<file path="src/rtl/tt_game_pkg.sv">
// Shared constants for the Tiny Tapeout game: clock rate, debounce window
// and the layout of the ui_in pin fields.
package tt_game_pkg;

  localparam int unsigned CLK_HZ      = 20_000_000;
  localparam int unsigned DEBOUNCE_MS = 20;

  // Stable cycles needed before an input change is accepted (20 ms at 20 MHz)
  localparam int unsigned DEBOUNCE_CYCLES_DEFAULT = (CLK_HZ / 1000) * DEBOUNCE_MS;

  // Largest window the debounce counter is meant to support
  localparam int unsigned DEBOUNCE_CYCLES_MAX = (1 << 24) - 1;

  // Field positions and widths inside ui_in
  localparam int unsigned BTN_LSB = 4;
  localparam int unsigned BTN_W   = 4;
  localparam int unsigned DSW_LSB = 0;
  localparam int unsigned DSW_W   = 4;
  localparam int unsigned UI_W    = BTN_W + DSW_W;

  // ui_in viewed as its two fields: buttons in the upper nibble, DIP switches below
  typedef struct packed {
    logic [BTN_W-1:0] btn;
    logic [DSW_W-1:0] dsw;
  } ui_fields_t;

  // Counter width able to hold 0 .. cycles without wrapping
  function automatic int unsigned debounce_cnt_w(input int unsigned cycles);
    return (cycles < 2) ? 1 : $clog2(cycles + 1);
  endfunction

endpackage

</file>
<file path="src/rtl/debounce_bit.sv">
// Single-channel input conditioner: two-flop synchroniser, stability counter
// and optional press/release pulse registers.
// Optional feature macro: INPUT_DEBOUNCE_EDGE_EN (builds rise_out/fall_out registers;
// when undefined both pulses are tied low).
module debounce_bit
  import tt_game_pkg::*;
#(
  parameter int unsigned DEBOUNCE_CYCLES = DEBOUNCE_CYCLES_DEFAULT
) (
  input  logic clk,
  input  logic reset,
  input  logic raw_in,
  output logic level_out,
  output logic rise_out,
  output logic fall_out
);

  localparam int unsigned CNT_W = debounce_cnt_w(DEBOUNCE_CYCLES);
  localparam logic [CNT_W-1:0] CNT_LAST = CNT_W'(DEBOUNCE_CYCLES - 1);

  logic             s1_q;
  logic             s2_q;
  logic [CNT_W-1:0] cnt_q;
  logic [CNT_W-1:0] cnt_d;
  logic             level_q;
  logic             level_d;
  logic             accept_c;

  // Synchroniser: plain flop-to-flop path, nothing in between
  always_ff @(posedge clk) begin
    if (reset) begin
      s1_q <= 1'b0;
      s2_q <= 1'b0;
    end else begin
      s1_q <= raw_in;
      s2_q <= s1_q;
    end
  end

  // Stability counter: any agreeing sample restarts the window from zero
  always_comb begin
    cnt_d    = cnt_q;
    level_d  = level_q;
    accept_c = 1'b0;
    if (s2_q == level_q) begin
      cnt_d = '0;
    end else if (cnt_q == CNT_LAST) begin
      accept_c = 1'b1;
      level_d  = s2_q;
      cnt_d    = '0;
    end else begin
      cnt_d = cnt_q + CNT_W'(1);
    end
  end

  // Counter and debounced level registers
  always_ff @(posedge clk) begin
    if (reset) begin
      cnt_q   <= '0;
      level_q <= 1'b0;
    end else begin
      cnt_q   <= cnt_d;
      level_q <= level_d;
    end
  end

  assign level_out = level_q;

`ifdef INPUT_DEBOUNCE_EDGE_EN
  logic rise_q;
  logic fall_q;
  logic rise_d;
  logic fall_d;

  // Pulse decode aligned with the cycle the level is accepted
  always_comb begin
    rise_d = 1'b0;
    fall_d = 1'b0;
    if (accept_c) begin
      rise_d = s2_q;
      fall_d = ~s2_q;
    end
  end

  // Pulse registers: high for exactly the cycle level_out changes
  always_ff @(posedge clk) begin
    if (reset) begin
      rise_q <= 1'b0;
      fall_q <= 1'b0;
    end else begin
      rise_q <= rise_d;
      fall_q <= fall_d;
    end
  end

  assign rise_out = rise_q;
  assign fall_out = fall_q;
`else
  assign rise_out = 1'b0;
  assign fall_out = 1'b0;
`endif

endmodule

</file>
<file path="src/rtl/input_debounce.sv">
// Input conditioning between ui_in pins and the game FSM: one independent
// synchronise/debounce/edge-detect channel per input bit.
// Optional feature macro: INPUT_DEBOUNCE_EDGE_EN (press/release pulses;
// when undefined rise_out/fall_out read as zero, level_out is unchanged).
module input_debounce
  import tt_game_pkg::*;
#(
  parameter int unsigned WIDTH           = UI_W,
  parameter int unsigned DEBOUNCE_CYCLES = DEBOUNCE_CYCLES_DEFAULT
) (
  input  logic             clk,
  input  logic             reset,
  input  logic [WIDTH-1:0] raw_in,
  output logic [WIDTH-1:0] level_out,
  output logic [WIDTH-1:0] rise_out,
  output logic [WIDTH-1:0] fall_out
);

  // One conditioner per channel; channels never interact
  for (genvar i = 0; i < int'(WIDTH); i++) begin : g_chan
    debounce_bit #(
      .DEBOUNCE_CYCLES(DEBOUNCE_CYCLES)
    ) u_bit (
      .clk      (clk),
      .reset    (reset),
      .raw_in   (raw_in[i]),
      .level_out(level_out[i]),
      .rise_out (rise_out[i]),
      .fall_out (fall_out[i])
    );
  end

endmodule

</file>
<file path="config.mk">
export PLATFORM = sky130hd
export DESIGN_NAME = input_debounce
export DESIGN_NICKNAME = d
export VERILOG_FILES = /design/src/rtl/tt_game_pkg.sv /design/src/rtl/debounce_bit.sv /design/src/rtl/input_debounce.sv
export SDC_FILE = /design/constraint.sdc
export NUM_CORES = 1
export LEC_CHECK = 0
export ABC_AREA = 0
export CAP_MARGIN = 20
export CORE_MARGIN = 2
export CORE_UTILIZATION = 40
export DETAILED_ROUTE_END_ITERATION = 10
export PLACE_DENSITY = 0.55
export SLEW_MARGIN = 5
export SYNTH_ARGS = -nofsm -noshare
export SYNTH_HDL_FRONTEND = slang
export SYNTH_SLANG_ARGS = --single-unit
</file>
<file path="constraint.sdc">
create_clock -name clk -period 2.4 [get_ports clk]
set_input_delay 0.24 -clock clk [delete_from_list [all_inputs] [get_ports clk]]
set_output_delay 0.24 -clock clk [all_outputs]
set_load 0.05 [all_outputs]
</file>
==> results of run 1 <==
logic make-up (layout without fill, tap and decap cells):
logic type,count (synthesis),after routing,synth area share
multiplexers,1,1,0.00128
other,1,16,0.000479
buffers and inverters,77,86,0.0497
AND/OR/NAND/NOR,431,431,0.294
XOR/XNOR,111,111,0.124
AO/OA/AOI/OAI,88,88,0.0675
flip-flops,176,176,0.450
adder cells (fa/ha/maj),8,8,0.0128
layout make-up:
class / count / area, sq um
multi-input combinational: 655 / 3970
clock buffer: 21 / 470
timing repair buffer: 27 / 240
inverter: 27 / 101
fill: 1917 / 10500
clock inverter: 11 / 175
tap: 265 / 332
sequential: 176 / 3520
power groups by stage:
stage	Sequential (uW)	Combinational, uW	Clock, uW
after floorplan	3010	119	0
after global placement	3010	132	0
after detailed placement	3010	131	0
after CTS	2940	132	3110
after global routing	2950	142	3220
final	2950	130	3000
worst max-delay path, stage by stage, from the launching register on:
cell     delay (ps)
dfxtp_1         370
ha_1            240
and4_2          270
nand3_1         150
o41ai_4         570
buf_4           270
nor2_1           60
layout by cell type (no fill, tap or decap), drive strengths merged, types with 3 or more instances in the layout:
cell type / n
o31ai: 17
and3: 19
nand2: 35
or2: 3
bufinv: 4
nor2: 132
inv: 31
xor2: 60
o21ai: 23
and2: 9
nand2b: 7
o21bai: 4
a21oi: 40
or3: 25
nand4: 46
clkdlybuf4s50: 16
clkbuf: 21
ha: 8
nor4: 15
buf: 11
nor2b: 16
conb: 16
xnor2: 51
nor4bb: 7
or4: 20
nor3: 20
dfxtp: 176
and4: 13
nand3: 56
final timing paths:
path | startpoint | end | slack, ps
worst max-delay path | g_chan[7].u_bit.cnt_q[0]$_SDFF_PP0_ | g_chan[7].u_bit.cnt_q[3]$_SDFF_PP0_ | 350
worst max register to register | g_chan[7].u_bit.cnt_q[0]$_SDFF_PP0_ | g_chan[7].u_bit.cnt_q[3]$_SDFF_PP0_ | 350
worst min register to register | g_chan[0].u_bit.s1_q$_SDFF_PP0_ | g_chan[0].u_bit.s2_q$_SDFF_PP0_ | 440
worst min-delay path | reset | g_chan[4].u_bit.s1_q$_SDFF_PP0_ | 220
stage by stage:
stage	hold slack, ps	std cells
3_3_place_gp	417	1150
6_report	217	1182
5_1_grt	220	1182
2_1_floorplan	368	908
4_1_cts	209	1182
3_5_place_dp	425	1150
routing by layer:
metal,routed length [microns],vias to the layer above,part of all wire,GRT usage
met5,0,-,0,0
met4,115,0,0.0084,0.0501
met3,377,6,0.027,0.0333
met2,6120,61,0.45,0.224
met1,7140,2678,0.52,0.188
li1,-,3103,-,-
state kept, by name, indices dropped and copies added (netlist names):
register	count
g_chan.u_bit.cnt_q	152
g_chan.u_bit.level_out	8
g_chan.u_bit.s1_q	8
g_chan.u_bit.s2_q	8
==> out/metrics.csv, run 1 <==
stage,metric,value,unit
floorplanning,Cell Rows,51,
synth,Main synth FF type,dfxtp_1,
placement,Placement Setup Slack,332,ps
synth,most numerous cell in the Yosys netlist,dfxtp_1,
placement,GP Congestion,0.761,
drt,wire per inst,11.6,microns
drt,vias per cell,4.95,
power,internal power,4810,uW
timing,worst rel slew slack,0.634,
drt,drt total wl,13700,microns
clock_network,CTS H-tree lvls,4,
clock_network,CTS root buf,clkbuf_16,
global_route,largest net degree at the start of global routing,20,
power,Pwr per Cell Area,690,mW/mm^2
synth,Synth top cells by count,"dfxtp_1, nor2_1, xor2_1, nand3_1, xnor2_1",
layout,final instance area,0.00881,sq mm
timing,crit share post-route,0.855,
synth,Synth area leader,dfxtp_1,
layout,ANT cells,0,
clock_network,maximum clock insertion buffer count,2,
critical_path,Worst Path Arrival,2360,ps
timing,f_max,487,MHz
clock_network,postcts setup bufs,0,
floorplanning,Die Span X,144,microns
floorplanning,die area,0.0207,sq mm
timing,Worst-Margin Slew,547,ps
critical_path,worst-path fanout max,12,
synth,"Avg Cell Area, Syn",8.76,sq um
floorplanning,Die Ht,144,microns
floorplanning,# IOs,34,
synth,"top cells by area, synth","dfxtp_1, xor2_1, nor2_1, xnor2_1, nand4_1",
timing,Final Max Slew Viols,0,
global_route,global-route wire length before repair,23900,microns
synth,area share of the largest cell type after synthesis,0.450,
timing,setup TNS,0,ps
clock_network,CTS sink cnt,176,
timing,RSZ-0062 raised after global routing,no,
synth,Post-synth EDFFs,0,
global_route,initial antenna violation count,0,
floorplanning,Initial Util,0.405,
layout,layout net count,922,
global_route,gr usage total,0.141,
synth,cells after synthesis,893,
global_route,total grt overflow,0,
clock_network,TritonCTS clock tree,yes,
critical_path,Worst setup EP type,flip-flop,
clock_network,Resized cells post-CTS,0,
clock_network,clock slew at reported path FFs,70,ps
drt,Iteration-0 DRC Markers,213,
flow_run,max_cap viols,0,
critical_path,critical path launch point type,flip-flop,
timing,Finish-stage setup viols,0,
synth,synthesis warning total,0,
layout,ratio of cells with drive above 1 in the final layout,0.0545,
critical_path,CP Class,reg2reg,
drt,DR DRC count,0,
synth,synthesized cell area,0.00782,sq mm
critical_path,CP required,2710,ps
power,Comb pwr share,0.021,
power,Sw Ratio,0.208,
critical_path,R2R depth,6,
min_path,worst min path class,in2reg,
drt,via count,5848,
drt,Pre-antenna DRT Iters,4,
power,Pleak,0.00271,uW
synth,Post-synth ARST share,0,
placement,hpwl dp,9360,microns
synth,Yosys cell types,44,
min_path,Min-Delay Path Depth,2,
placement,Placed Area,0.00816,sq mm
drt,ANT nets after route,0,
clock_network,cts hold-fix bufs,0,
timing,Tmin final,2050,ps
layout,fin util,0.456,
power,Worst IR Drop VDD,410,uV
power,clock group share of total power,0.494,
synth,Yosys reg bits,176,
power,sequential power share,0.485,
power,Design Power,6070,uW
placement,PortBufs,17,
run_status,status,"complete, no violations",
timing,Final Skew,9.92,ps
layout,area growth from synthesis to layout,12.6,%
floorplanning,Core ar.,0.0193,sq mm
synth,"Seq/Total Area, Yosys",0.450,
timing,worst setup margin,347,ps
timing,Final Hold Viols,0,
power,switching pwr,1260,uW
clock_network,clk_lat worst skew,420,ps
clock_network,TritonCTS Buffers,17,
global_route,vias in the first global route,5334,
Power figures use the tool's default switching activity.
==> run 2: changes to the inputs <==
--- a/config.mk
+++ b/config.mk
@@ -10,7 +10,8 @@
 export CORE_MARGIN = 2
 export CORE_UTILIZATION = 40
 export DETAILED_ROUTE_END_ITERATION = 10
-export PLACE_DENSITY = 0.55
+export DONT_BUFFER_PORTS = 1
+export PLACE_DENSITY = 0.52
 export SLEW_MARGIN = 5
 export SYNTH_ARGS = -nofsm -noshare
 export SYNTH_HDL_FRONTEND = slang
==> run 2 against run 1 <==
Register-to-register slack improved by 170 ps. Flip-flop and latch count stayed put. Critical path depth did not move. First-iteration DRC count rose by 0.47%. Die area stayed put. Global-route usage rose by 0.40 points. Fmax rose by 9.1%. Non-clock buffer count is 4 lower. Wire length rose by 3.4%. Cell count down 0.34%. Worst setup slack improved by 170 ps.
==> out/metrics.csv, run 2 (synthesis results as in run 1) <==
stage,metric,value,unit,change
run_status,status,"complete, no violations",,
power,Sw Ratio,0.220,,+0.0121
timing,f_max,532,MHz,+9.1%
flow_run,max_cap viols,0,,unchanged
timing,setup TNS,0,ps,unchanged
power,Comb pwr share,0.022,,about the same
critical_path,CP endpoint,g_chan[7].u_bit.cnt_q[18]$_SDFF_PP0_,,
clock_network,clk_lat worst skew,420,ps,about the same
floorplanning,Initial Util,0.405,,unchanged
floorplanning,Core ar.,0.0193,sq mm,unchanged
timing,Finish-stage setup viols,0,,unchanged
layout,area growth from synthesis to layout,11.0,%,
critical_path,worst path bufs/invs,1,,unchanged
global_route,vias in the first global route,5343,,+0.17%
drt,Iteration-0 DRC Markers,214,,+0.47%
critical_path,Worst path max stage delay,400,ps,-170 ps
drt,Pre-antenna DRT Iters,4,,unchanged
layout,max FFs per register,152,,unchanged
placement,hpwl dp,9470,microns,+1.1%
global_route,largest net degree at the start of global routing,27,,+35%
clock_network,postcts setup bufs,0,,unchanged
floorplanning,# IOs,34,,unchanged
layout,layout net count,918,,-0.43%
clock_network,CTS root buf,clkbuf_16,,
global_route,global-route wire length before repair,24400,microns,+1.9%
layout,"commonest cells after routing, fill and taps aside","dfxtp_1, nor2_1, xor2_1",,
layout,"commonest non-fill, non-tap cell in the layout",dfxtp_1,,
critical_path,CP required,2720,ps,about the same
placement,Placement Setup Slack,528,ps,+196 ps
floorplanning,Die Span X,144,microns,unchanged
critical_path,critical path launch point type,flip-flop,,
clock_network,maximum clock insertion buffer count,2,,unchanged
drt,via count,5810,,-0.65%
drt,wire per inst,12.1,microns,+3.8%
power,Pleak,0.00267,uW,-1.5%
critical_path,Reg2Reg Setup Slack,520,ps,+170 ps
critical_path,Worst Path Arrival,2200,ps,-160 ps
placement,PortBufs,0,,-17
drt,drt total wl,14200,microns,+3.4%
layout,footprint of the multi-input gates,0.00397,sq mm,unchanged
timing,crit share post-route,0.784,,-0.0713
timing,RSZ-0062 raised after global routing,no,,
drt,DR DRC count,0,,unchanged
critical_path,Worst R2R End,g_chan[7].u_bit.cnt_q[18]$_SDFF_PP0_,,
timing,worst setup margin,519,ps,+171 ps
clock_network,CTS sink cnt,176,,unchanged
critical_path,Worst setup EP type,flip-flop,,
power,Pwr per Cell Area,654,mW/mm^2,-5.2%
clock_network,clock slew at reported path FFs,60,ps,about the same
power,internal power,4430,uW,-7.9%
layout,Sequential cell area,0.00352,sq mm,unchanged
layout,Top reg by flops,g_chan.u_bit.cnt_q,,
floorplanning,die area,0.0207,sq mm,unchanged
critical_path,R2R depth,6,,unchanged
critical_path,Worst Setup SP,g_chan[7].u_bit.cnt_q[0]$_SDFF_PP0_,,
drt,ANT nets after route,0,,unchanged
floorplanning,Die Ht,144,microns,unchanged
global_route,total grt overflow,0,,unchanged
critical_path,cells along the critical path,ha_1 > and4_2 > nand3_1 > o41ai_4 > buf_4 > o21ba_2,,
power,sequential power share,0.519,,+0.034
timing,worst rel slew slack,0.631,,-0.00289
layout,fillers,1948,,+1.6%
critical_path,Crit path max-delay family,compound AO/OA/AOI/OAI gates,,
critical_path,CP Class,reg2reg,,
clock_network,TritonCTS Buffers,17,,unchanged
power,clock group share of total power,0.459,,-0.035
power,switching pwr,1250,uW,-1.1%
critical_path,worst-path fanout max,8,,-4
timing,Final Max Slew Viols,0,,unchanged
drt,vias per cell,4.93,,-0.31%
critical_path,Worst path depth,6,,unchanged
min_path,worst min path class,in2reg,,
layout,ANT cells,0,,unchanged
timing,Tmin final,1880,ps,-171 ps
floorplanning,Cell Rows,51,,unchanged
timing,Worst-Margin Slew,552,ps,+5.30 ps
timing,Final Skew,11.0,ps,+1.11 ps
global_route,initial antenna violation count,1,,+1
critical_path,RR Startpoint,g_chan[7].u_bit.cnt_q[0]$_SDFF_PP0_,,
clock_network,TritonCTS clock tree,yes,,
critical_path,CP max-delay cell,o41ai_4,,
global_route,gr usage total,0.145,,+0.00400
placement,GP Congestion,0.731,,-3.9%
power,Worst IR Drop VDD,455,uV,+11%
timing,Final Hold Viols,0,,unchanged
layout,ratio of cells with drive above 1 in the final layout,0.0591,,+0.00462
clock_network,CTS H-tree lvls,4,,unchanged
## run 2: cell count changes in the layout (fill, tap and decap cells not counted)
cell,delta
clkdlybuf4s50_1,-16
dlygate4sd3_1,+7
buf_4,+5
bufinv_16,-3
clkinv_4,+3
clkbuf_8,-2
clkinv_2,+2
inv_6,-2
buf_12,+1
buf_2,-1
clkbuf_1,+1
clkinvlp_4,+1
## run 2: through the flow
stage	cell area [sq um]	utilization	hold WS (ps)	instances	total power, uW
after floorplan	7880	-	368	908	3130
after global placement	8040	0.416	315	1138	3120
after detailed placement	8040	0.416	315	1138	3120
after CTS	8680	0.449	2.48	1178	5780
after global routing	8680	0.449	17.6	1178	5910
final	8680	0.449	20.3	1178	5680
## run 2: worst min path at each step
stage                          from                                endpoint  cells after the start
after CTS                     reset  g_chan[7].u_bit.level_out$_SDFFE_PP0P_                      2
after detailed placement      reset  g_chan[4].u_bit.level_out$_SDFFE_PP0P_                      1
after floorplan           raw_in[0]         g_chan[0].u_bit.s1_q$_SDFF_PP0_                      1
after global placement        reset  g_chan[2].u_bit.level_out$_SDFFE_PP0P_                      1
after global routing      raw_in[4]         g_chan[4].u_bit.s1_q$_SDFF_PP0_                      1
final                         reset  g_chan[7].u_bit.level_out$_SDFFE_PP0P_                      2
## run 2: metal layers
| metal | part of all wire | vias to the layer above | track usage |
|---|---|---|---|
| met5 | 0 | - | 0 |
| met4 | 0.0092 | 0 | 0.0433 |
| met3 | 0.028 | 8 | 0.0390 |
| met2 | 0.45 | 36 | 0.231 |
| met1 | 0.52 | 2664 | 0.193 |
| li1 | - | 3102 | - |
## run 2: power groups by stage
stage / logic (uW) / clock network [uW] / registers [uW]
3_5_place_dp: 108 / 0 / 3010
2_1_floorplan: 119 / 0 / 3010
6_report: 127 / 2610 / 2950
3_3_place_gp: 108 / 0 / 3010
4_1_cts: 129 / 2710 / 2950
5_1_grt: 138 / 2830 / 2950
## run 2: cell type report
class / count / area share
multi-input cells: 655 / 0.457
flip-flops and latches: 176 / 0.406
clock buffers: 20 / 0.0514
well taps: 265 / 0.0382
repair buffers: 23 / 0.0233
clock inverters: 12 / 0.0128
inverters: 27 / 0.0117
## run 2: what timing repair did
item	in CTS	in global routing
hold buffers	8	0
endpoints found under the hold margin	26	0
resized for setup	0	0
